## config.mk

```make
export PLATFORM = sky130hd
export DESIGN_NAME = riscv_pd_ras
export DESIGN_NICKNAME = d
export VERILOG_FILES = /design/src/rtl/riscv_pd_ras_pkg.sv /design/src/rtl/riscv_pd_ras_ras.sv /design/src/rtl/riscv_pd_ras.sv
export SDC_FILE = /design/constraint.sdc
export NUM_CORES = 1
export LEC_CHECK = 0
export ABC_AREA = 1
export CAP_MARGIN = 20
export CORE_MARGIN = 2
export CORE_UTILIZATION = 58
export CTS_CLUSTER_DIAMETER = 120
export DETAILED_ROUTE_END_ITERATION = 10
export DONT_BUFFER_PORTS = 1
export PLACE_DENSITY = 0.81
export RECOVER_POWER = 25
export SLEW_MARGIN = 30
export SYNTH_ARGS = -nofsm -noshare
export SYNTH_HDL_FRONTEND = slang
export SYNTH_SLANG_ARGS = --single-unit
```

## constraint.sdc

```tcl
create_clock -name clk_i -period 4.48 [get_ports clk_i]
set_input_delay 0.896 -clock clk_i [delete_from_list [all_inputs] [get_ports clk_i]]
set_output_delay 0.896 -clock clk_i [all_outputs]
set_load 0.1 [all_outputs]
```

## src/rtl/riscv_pd_ras_pkg.sv

```systemverilog
// riscv_pd_ras_pkg: shared types and opcode constants for the pre-decode stage.
package riscv_pd_ras_pkg;
    localparam int ILEN = 32;
    localparam logic [ILEN-1:0] INSTR_NOP = 32'h0000_0013;
    localparam logic [6:2] OPC_JAL    = 5'b11011;
    localparam logic [6:2] OPC_JALR   = 5'b11001;
    localparam logic [6:2] OPC_BRANCH = 5'b11000;
    localparam logic [4:0] REG_RA = 5'd1;
    localparam logic [4:0] REG_T0 = 5'd5;
    typedef logic [4:0] rsd_t;
    typedef struct packed {
        logic            bubble;
        logic [ILEN-1:0] instr;
    } instruction_t;
    typedef struct packed {
        logic breakpoint;
        logic illegal_instruction;
        logic misaligned_instruction;
    } exceptions_t;
    function automatic logic is_link(input rsd_t r);
        return r == REG_RA || r == REG_T0;
    endfunction
endpackage

```

## src/rtl/riscv_pd_ras_ras.sv

```systemverilog
// riscv_ras: circular return-address stack; overflow silently drops the oldest entry.
module riscv_ras #(
    parameter int XLEN  = 32,
    parameter int DEPTH = 4
) (
    input  logic            clk_i,
    input  logic            rst_ni,
    input  logic            clear_i,
    input  logic            push_i,
    input  logic            pop_i,
    input  logic            pushpop_i,
    input  logic [XLEN-1:0] data_i,
    output logic [XLEN-1:0] tos_o,
    output logic            empty_o
);
    localparam int AW = $clog2(DEPTH);
    logic [AW-1:0] tos, tos_nxt;
    logic [AW:0]   cnt;
    logic [XLEN-1:0] stack [DEPTH];
    logic do_push, do_pop, do_over;
    // a pop-then-push on an empty stack degenerates into a plain push
    assign do_push = push_i | (pushpop_i & empty_o);
    assign do_pop  = pop_i & !empty_o;
    assign do_over = pushpop_i & !empty_o;
    assign tos_nxt = tos + 1'b1;
    assign tos_o   = stack[tos];
    assign empty_o = cnt == '0;
    always_ff @(posedge clk_i, negedge rst_ni)
        if (!rst_ni) begin
            tos <= '0;
            cnt <= '0;
        end else if (clear_i) begin
            tos <= '0;
            cnt <= '0;
        end else if (do_push) begin
            tos <= tos_nxt;
            cnt <= cnt == (AW+1)'(DEPTH) ? cnt : cnt + 1'b1;
        end else if (do_pop) begin
            tos <= tos - 1'b1;
            cnt <= cnt - 1'b1;
        end
    always_ff @(posedge clk_i)
        if (!clear_i) begin
            if (do_push) stack[tos_nxt] <= data_i;
            else if (do_over) stack[tos] <= data_i;
        end
endmodule

```

## src/rtl/riscv_pd_ras.sv

```systemverilog
// riscv_pd_ras: pre-decode stage with static/BPU branch prediction and a return-address stack.
module riscv_pd_ras
    import riscv_pd_ras_pkg::*;
#(
    parameter int              XLEN      = 32,
    parameter logic [XLEN-1:0] PC_INIT   = 'h200,
    parameter bit              HAS_BPU   = 0,
    parameter bit              HAS_RAS   = 1,
    parameter int              RAS_DEPTH = 4
) (
    input  logic            clk_i,
    input  logic            rst_ni,
    input  logic            id_stall_i,
    input  logic            du_stall_i,
    input  logic            bu_flush_i,
    input  logic            st_flush_i,
    input  logic [XLEN-1:0] bu_nxt_pc_i,
    input  logic [XLEN-1:0] st_nxt_pc_i,
    input  logic [1:0]      bp_bp_predict_i,
    input  logic [XLEN-1:0] if_pc_i,
    input  instruction_t    if_insn_i,
    input  exceptions_t     if_exceptions_i,
    input  logic            dbg_if_i,
    output logic            pd_stall_o,
    output logic            pd_flush_o,
    output rsd_t            pd_rs1_o,
    output rsd_t            pd_rs2_o,
    output logic [XLEN-1:0] pd_nxt_pc_o,
    output logic            pd_latch_nxt_pc_o,
    output logic [1:0]      pd_bp_predict_o,
    output logic [XLEN-1:0] pd_pc_o,
    output instruction_t    pd_insn_o,
    output exceptions_t     pd_exceptions_o,
    output logic            dbg_pd_o
);
    logic [ILEN-1:0] insn;
    logic [XLEN-1:0] imm_uj, imm_sb, ras_tos;
    logic valid, accept, is_jal, is_jalr, is_branch, rd_link, rs1_link, is_ret;
    logic taken, dtaken, ras_empty, ras_push, ras_pop, ras_pushpop;
    logic [1:0] bits;
    rsd_t rd, rs1;
    assign insn       = if_insn_i.instr;
    assign rd         = insn[11:7];
    assign rs1        = insn[19:15];
    assign pd_rs1_o   = rs1;
    assign pd_rs2_o   = insn[24:20];
    assign pd_stall_o = id_stall_i;
    assign pd_flush_o = bu_flush_i | st_flush_i;
    assign valid      = !if_insn_i.bubble;
    assign accept     = valid & !id_stall_i & !du_stall_i & !pd_flush_o;
    assign is_jal     = insn[1:0] == 2'b11 && insn[6:2] == OPC_JAL;
    assign is_jalr    = insn[1:0] == 2'b11 && insn[6:2] == OPC_JALR && insn[14:12] == 3'b000;
    assign is_branch  = insn[1:0] == 2'b11 && insn[6:2] == OPC_BRANCH;
    assign rd_link    = is_link(rd);
    assign rs1_link   = is_link(rs1);
    assign is_ret     = !rd_link & rs1_link;
    assign imm_uj     = {{(XLEN-20){insn[31]}}, insn[19:12], insn[20], insn[30:21], 1'b0};
    assign imm_sb     = {{(XLEN-12){insn[31]}}, insn[7], insn[30:25], insn[11:8], 1'b0};
    always_comb begin
        taken       = 1'b0;
        bits        = 2'b00;
        pd_nxt_pc_o = 'x;
        if (valid && is_jal) begin
            taken       = 1'b1;
            bits        = 2'b10;
            pd_nxt_pc_o = if_pc_i + imm_uj;
        end else if (valid && is_branch) begin
            taken       = HAS_BPU ? bp_bp_predict_i[1] : imm_sb[XLEN-1];
            bits        = HAS_BPU ? bp_bp_predict_i : {imm_sb[XLEN-1], 1'b0};
            pd_nxt_pc_o = if_pc_i + imm_sb;
        end else if (valid && is_jalr && is_ret && !ras_empty) begin
            taken       = 1'b1;
            bits        = 2'b10;
            pd_nxt_pc_o = ras_tos;
        end
    end
    assign pd_latch_nxt_pc_o = taken & !dtaken;
    assign ras_push    = accept & ((is_jal & rd_link) | (is_jalr & rd_link & (!rs1_link | rs1 == rd)));
    assign ras_pop     = accept & is_jalr & is_ret;
    assign ras_pushpop = accept & is_jalr & rd_link & rs1_link & rs1 != rd;
    generate
        if (HAS_RAS) begin : g_ras
            riscv_ras #(.XLEN(XLEN), .DEPTH(RAS_DEPTH)) u_ras (
                .clk_i     (clk_i),
                .rst_ni    (rst_ni),
                .clear_i   (st_flush_i),
                .push_i    (ras_push),
                .pop_i     (ras_pop),
                .pushpop_i (ras_pushpop),
                .data_i    (if_pc_i + XLEN'(4)),
                .tos_o     (ras_tos),
                .empty_o   (ras_empty)
            );
        end else begin : g_no_ras
            assign ras_tos   = '0;
            assign ras_empty = 1'b1;
        end
    endgenerate
    always_ff @(posedge clk_i, negedge rst_ni)
        if (!rst_ni) begin
            pd_pc_o          <= PC_INIT;
            pd_insn_o.bubble <= 1'b1;
            pd_insn_o.instr  <= INSTR_NOP;
            pd_exceptions_o  <= '0;
            pd_bp_predict_o  <= 2'b00;
            dbg_pd_o         <= 1'b0;
            dtaken           <= 1'b0;
        end else begin
            pd_pc_o          <= st_flush_i ? st_nxt_pc_i : bu_flush_i ? bu_nxt_pc_i : id_stall_i ? pd_pc_o : if_pc_i;
            pd_insn_o.bubble <= pd_flush_o | du_stall_i | (id_stall_i ? pd_insn_o.bubble : if_insn_i.bubble);
            pd_insn_o.instr  <= id_stall_i ? pd_insn_o.instr : if_insn_i.instr;
            pd_exceptions_o  <= pd_flush_o ? '0 : id_stall_i ? pd_exceptions_o : if_exceptions_i;
            pd_bp_predict_o  <= id_stall_i ? pd_bp_predict_o : bits;
            dbg_pd_o         <= dbg_if_i;
            dtaken           <= taken & !pd_flush_o;
        end
endmodule

```

==> results.py <==
metrics = {
    "run_status": {
        "outcome": "finished clean",
    },
    "pwr": {
        "p_sw_frac": 0.327,
        "switchingPower_mw": 1.63,
        "leakagePower_nw": 6.17,
        "p_seq_frac": 0.508,
        "power_density_nw_per_um2": 345,
        "p_clk_frac": 0.360,
        "p_int_mw": 3.35,
        "max-vdd-ir-drop_v": 0.000371,
        "finalPower_mw": 4.99,
        "p_comb_frac": 0.132,
    },
    "job": {
        "drv_cap": 0,
    },
    "clock_network": {
        "cts_max_level": 1,
        "path_clk_slew_ns": 0.07,
        "cts.hold.buffers_added": 0,
        "cts_resized": 0,
        "post_cts_buffers": 0,
        "cts_buffers": 21,
        "cts.sinks": 204,
        "cts_tree": "done",
        "clock_path_buffers": 3,
        "cts-root-buf": "clkbuf_16",
        "clkLatencyLatePin_ns": 0.51,
    },
    "yosys": {
        "synth.area.top_cells": "edfxtp_1, nand2_1, dfrtp_1",
        "syn_area_um2": 12900,
        "syn_nets": 1821,
        "yosys_register_bits": 204,
        "yosysSeqAreaShare": 0.446,
        "synth_area_leader_cell": "edfxtp_1",
        "synth_cell_type_count": 53,
        "yosys_warnings": 0,
        "synthCells": 1633,
        "yosysTopAreaCellShare": 0.298,
        "avgSynthCellArea_um2": 7.89,
    },
    "routing": {
        "remaining_drc_errors": 0,
        "route.vias.total": 11900,
        "drt_iter0_drc": 1722,
        "firstDrtPassIters": 6,
        "viasPerCell": 6.13,
        "drt-wirelength-per-cell_um": 22.1,
        "drtAntennaViolNets": 0,
        "wl_mm": 42.7,
    },
    "grt": {
        "first_global_vias": 11200,
        "antenna_found_initial": 0,
        "grt_max_degree": 77,
        "grt_pass1_wl_mm": 64.1,
        "overflow": 0,
        "gr-usage-all-layers": 0.354,
    },
    "cells_and_area": {
        "layout-drive-gt1-share": 0.0847,
        "antennaDiodeCount": 0,
        "area_growth_pct": 12.1,
        "final_cells": 1933,
        "num-fill-cells": 1770,
        "layout.nets": 1826,
    },
    "setup_path": {
        "rrSetupSlack_ns": 2.09,
        "slowest_stage": "fa_1",
        "critPathLaunchType": "input pin",
        "worstPathRequired_ns": 3.58,
        "critPathKind": "in2out",
        "crit_chain": "ha_1, inv_1, fa_1, o21ai_2, a21boi_1, o21ai_0, nand3_1, nand3_1, nand2_1, nand2_1, nand2_1, nand2_1, buf_12",
        "critPathArrivalTime_ns": 3.21,
        "crit_family": "compound AO/OA/AOI/OAI gates",
        "cp-end-kind": "primary output",
        "critPathMaxFanout": 7,
        "timing.critical_path.mode_cell": "nand2_1",
        "slowest_delay_ns": 0.42,
        "worst-path-buf-inv": 2,
    },
    "sta": {
        "fin_crit_ns": 4.10,
        "rsz0062_at_grt": "no",
        "period_share": 0.915,
        "slew_viol_final": 0,
        "worst_slew_pin_slew_ns": 0.990,
        "finClkSkew_ns": 0.0263,
        "setup_ws_ns": 0.379,
        "finalHoldViolations": 0,
        "setup_viol": 0,
        "slew_headroom": 0.336,
        "max_freq_mhz": 244,
    },
    "floorplan": {
        "coreArea_um2": 21800,
        "io_pins": 257,
        "start_util": 0.590,
        "rows": 54,
        "die_h_um": 153,
        "dieArea_um2": 23400,
        "fp.dieW_um": 153,
    },
    "placement": {
        "port_buffers": 0,
        "place_congestion": 0.983,
        "dpl_worst_slack_ns": 0.427,
        "place_inst": 1895,
        "place_hpwl_mm": 32.0,
    },
    "hold_path": {
        "hp-class": "in2async",
    },
}
## cell usage after synthesis, drive strengths merged
| library cell | count |
|---|---|
| nand3 | 93 |
| a21boi | 2 |
| a21oi | 150 |
| ha | 44 |
| nand3b | 2 |
| a21o | 4 |
| fa | 3 |
| a221oi | 2 |
| nor3b | 2 |
| dfstp | 5 |
| a31oi | 4 |
| xnor2 | 15 |
| conb | 1 |
| edfxtp | 128 |
| or2 | 4 |
| o21ai | 110 |
| o21bai | 4 |
| nand2 | 492 |
| and3 | 1 |
| a22oi | 39 |
| o211ai | 6 |
| nor3 | 33 |
| inv | 130 |
| o311ai | 3 |
| nor2 | 144 |
| a41oi | 1 |
| xor2 | 33 |
| clkbuf | 45 |
| nor4 | 2 |
| dfrtp | 71 |
| a22o | 2 |
| buf | 22 |
| o21a | 3 |
| nand4 | 33 |
## flip-flops by register name, indices dropped and copies added, names as in the netlist
name               count
dtaken                 1
pd_insn_o             33
dbg_pd_o               1
g_ras.u_ras.tos        2
g_ras.u_ras.cnt        3
pd_pc_o               32
pd_exceptions_o        3
g_ras.u_ras.stack    128
pd_bp_predict_o        1
## kinds of logic after synthesis
kind of cell / share of synthesized area
buffers and inverters: 0.0615
AOI/OAI and AO/OA: 0.143
and+or+nand+nor: 0.268
DFF: 0.446
adders and majority gates: 0.0474
xor gates and xnor gates: 0.0332
other: 0.000291
## cell type report
class,instances,area (µm²),share of cell area
Clock buffer,28,613,0.0425
Multi-Input combinational cell,1232,6390,0.443
Clock inverter,10,110,0.00763
Tap cell,280,350,0.0243
Inverter,130,488,0.0338
Sequential cell,204,5750,0.398
Timing Repair Buffer,49,731,0.0506
## cell usage in the layout (no fill, tap or decap), types with 3 or more instances in the layout
cell and count:
a21o_1 4, a21oi_1 146, a21oi_2 4, a22oi_1 39
a31oi_1 4, buf_12 29, buf_4 20, clkbuf_16 22
clkbuf_8 4, clkinv_2 4, dfrtp_1 71, dfstp_1 3
edfxtp_1 128, fa_1 3, ha_1 44, inv_1 122
inv_2 7, nand2_1 486, nand2_2 5, nand3_1 91
nand4_1 31, nor2_1 127, nor2_2 11, nor2_4 5
nor3_1 30, o211ai_1 6, o21a_1 3, o21ai_0 90
o21ai_1 13, o21ai_2 7, o21bai_1 4, o311ai_1 3
xnor2_1 14, xor2_1 33
## power by group through the flow
stage	combinational (mW)	sequential, mW	clock, mW
2_1_floorplan	0.548	2.56	0
3_3_place_gp	0.631	2.57	0
3_5_place_dp	0.643	2.57	0
4_1_cts	0.647	2.54	1.80
5_1_grt	0.731	2.54	1.88
6_report	0.658	2.54	1.79
## routing by layer
| layer | global-route usage | share of wire | up-vias |
|---|---|---|---|
| li1 | - | - | 5548 |
| met1 | 0.495 | 0.40 | 5542 |
| met2 | 0.571 | 0.47 | 677 |
| met3 | 0.0624 | 0.10 | 87 |
| met4 | 0.101 | 0.029 | 0 |
| met5 | 0 | 0 | - |
## per-stage QoR
step                      utilization  TNS, ns  area (µm²)  hold slack, ns
final                           0.662        0       14400          0.0750
after floorplan                     -  -0.0663       12900           0.521
after detailed placement        0.629        0       13700           0.554
after global routing            0.662        0       14400          0.0587
after global placement          0.629        0       13700           0.550
after CTS                       0.662        0       14500          0.0680
## worst paths after layout
check,startpoint,endpoint,cells past startpoint
max in group asynchronous,rst_ni,pd_insn_o[0],0
max,if_pc_i[1],pd_nxt_pc_o[27],13
max reg2reg,g_ras.u_ras.cnt[0],g_ras.u_ras.stack[1][21],7
min reg2reg,g_ras.u_ras.cnt[2],g_ras.u_ras.cnt[2],2
min,rst_ni,pd_pc_o[28],0
min in group clk_i,dbg_if_i,dbg_pd_o,0
Note: power is estimated with default switching activity, not from simulation.
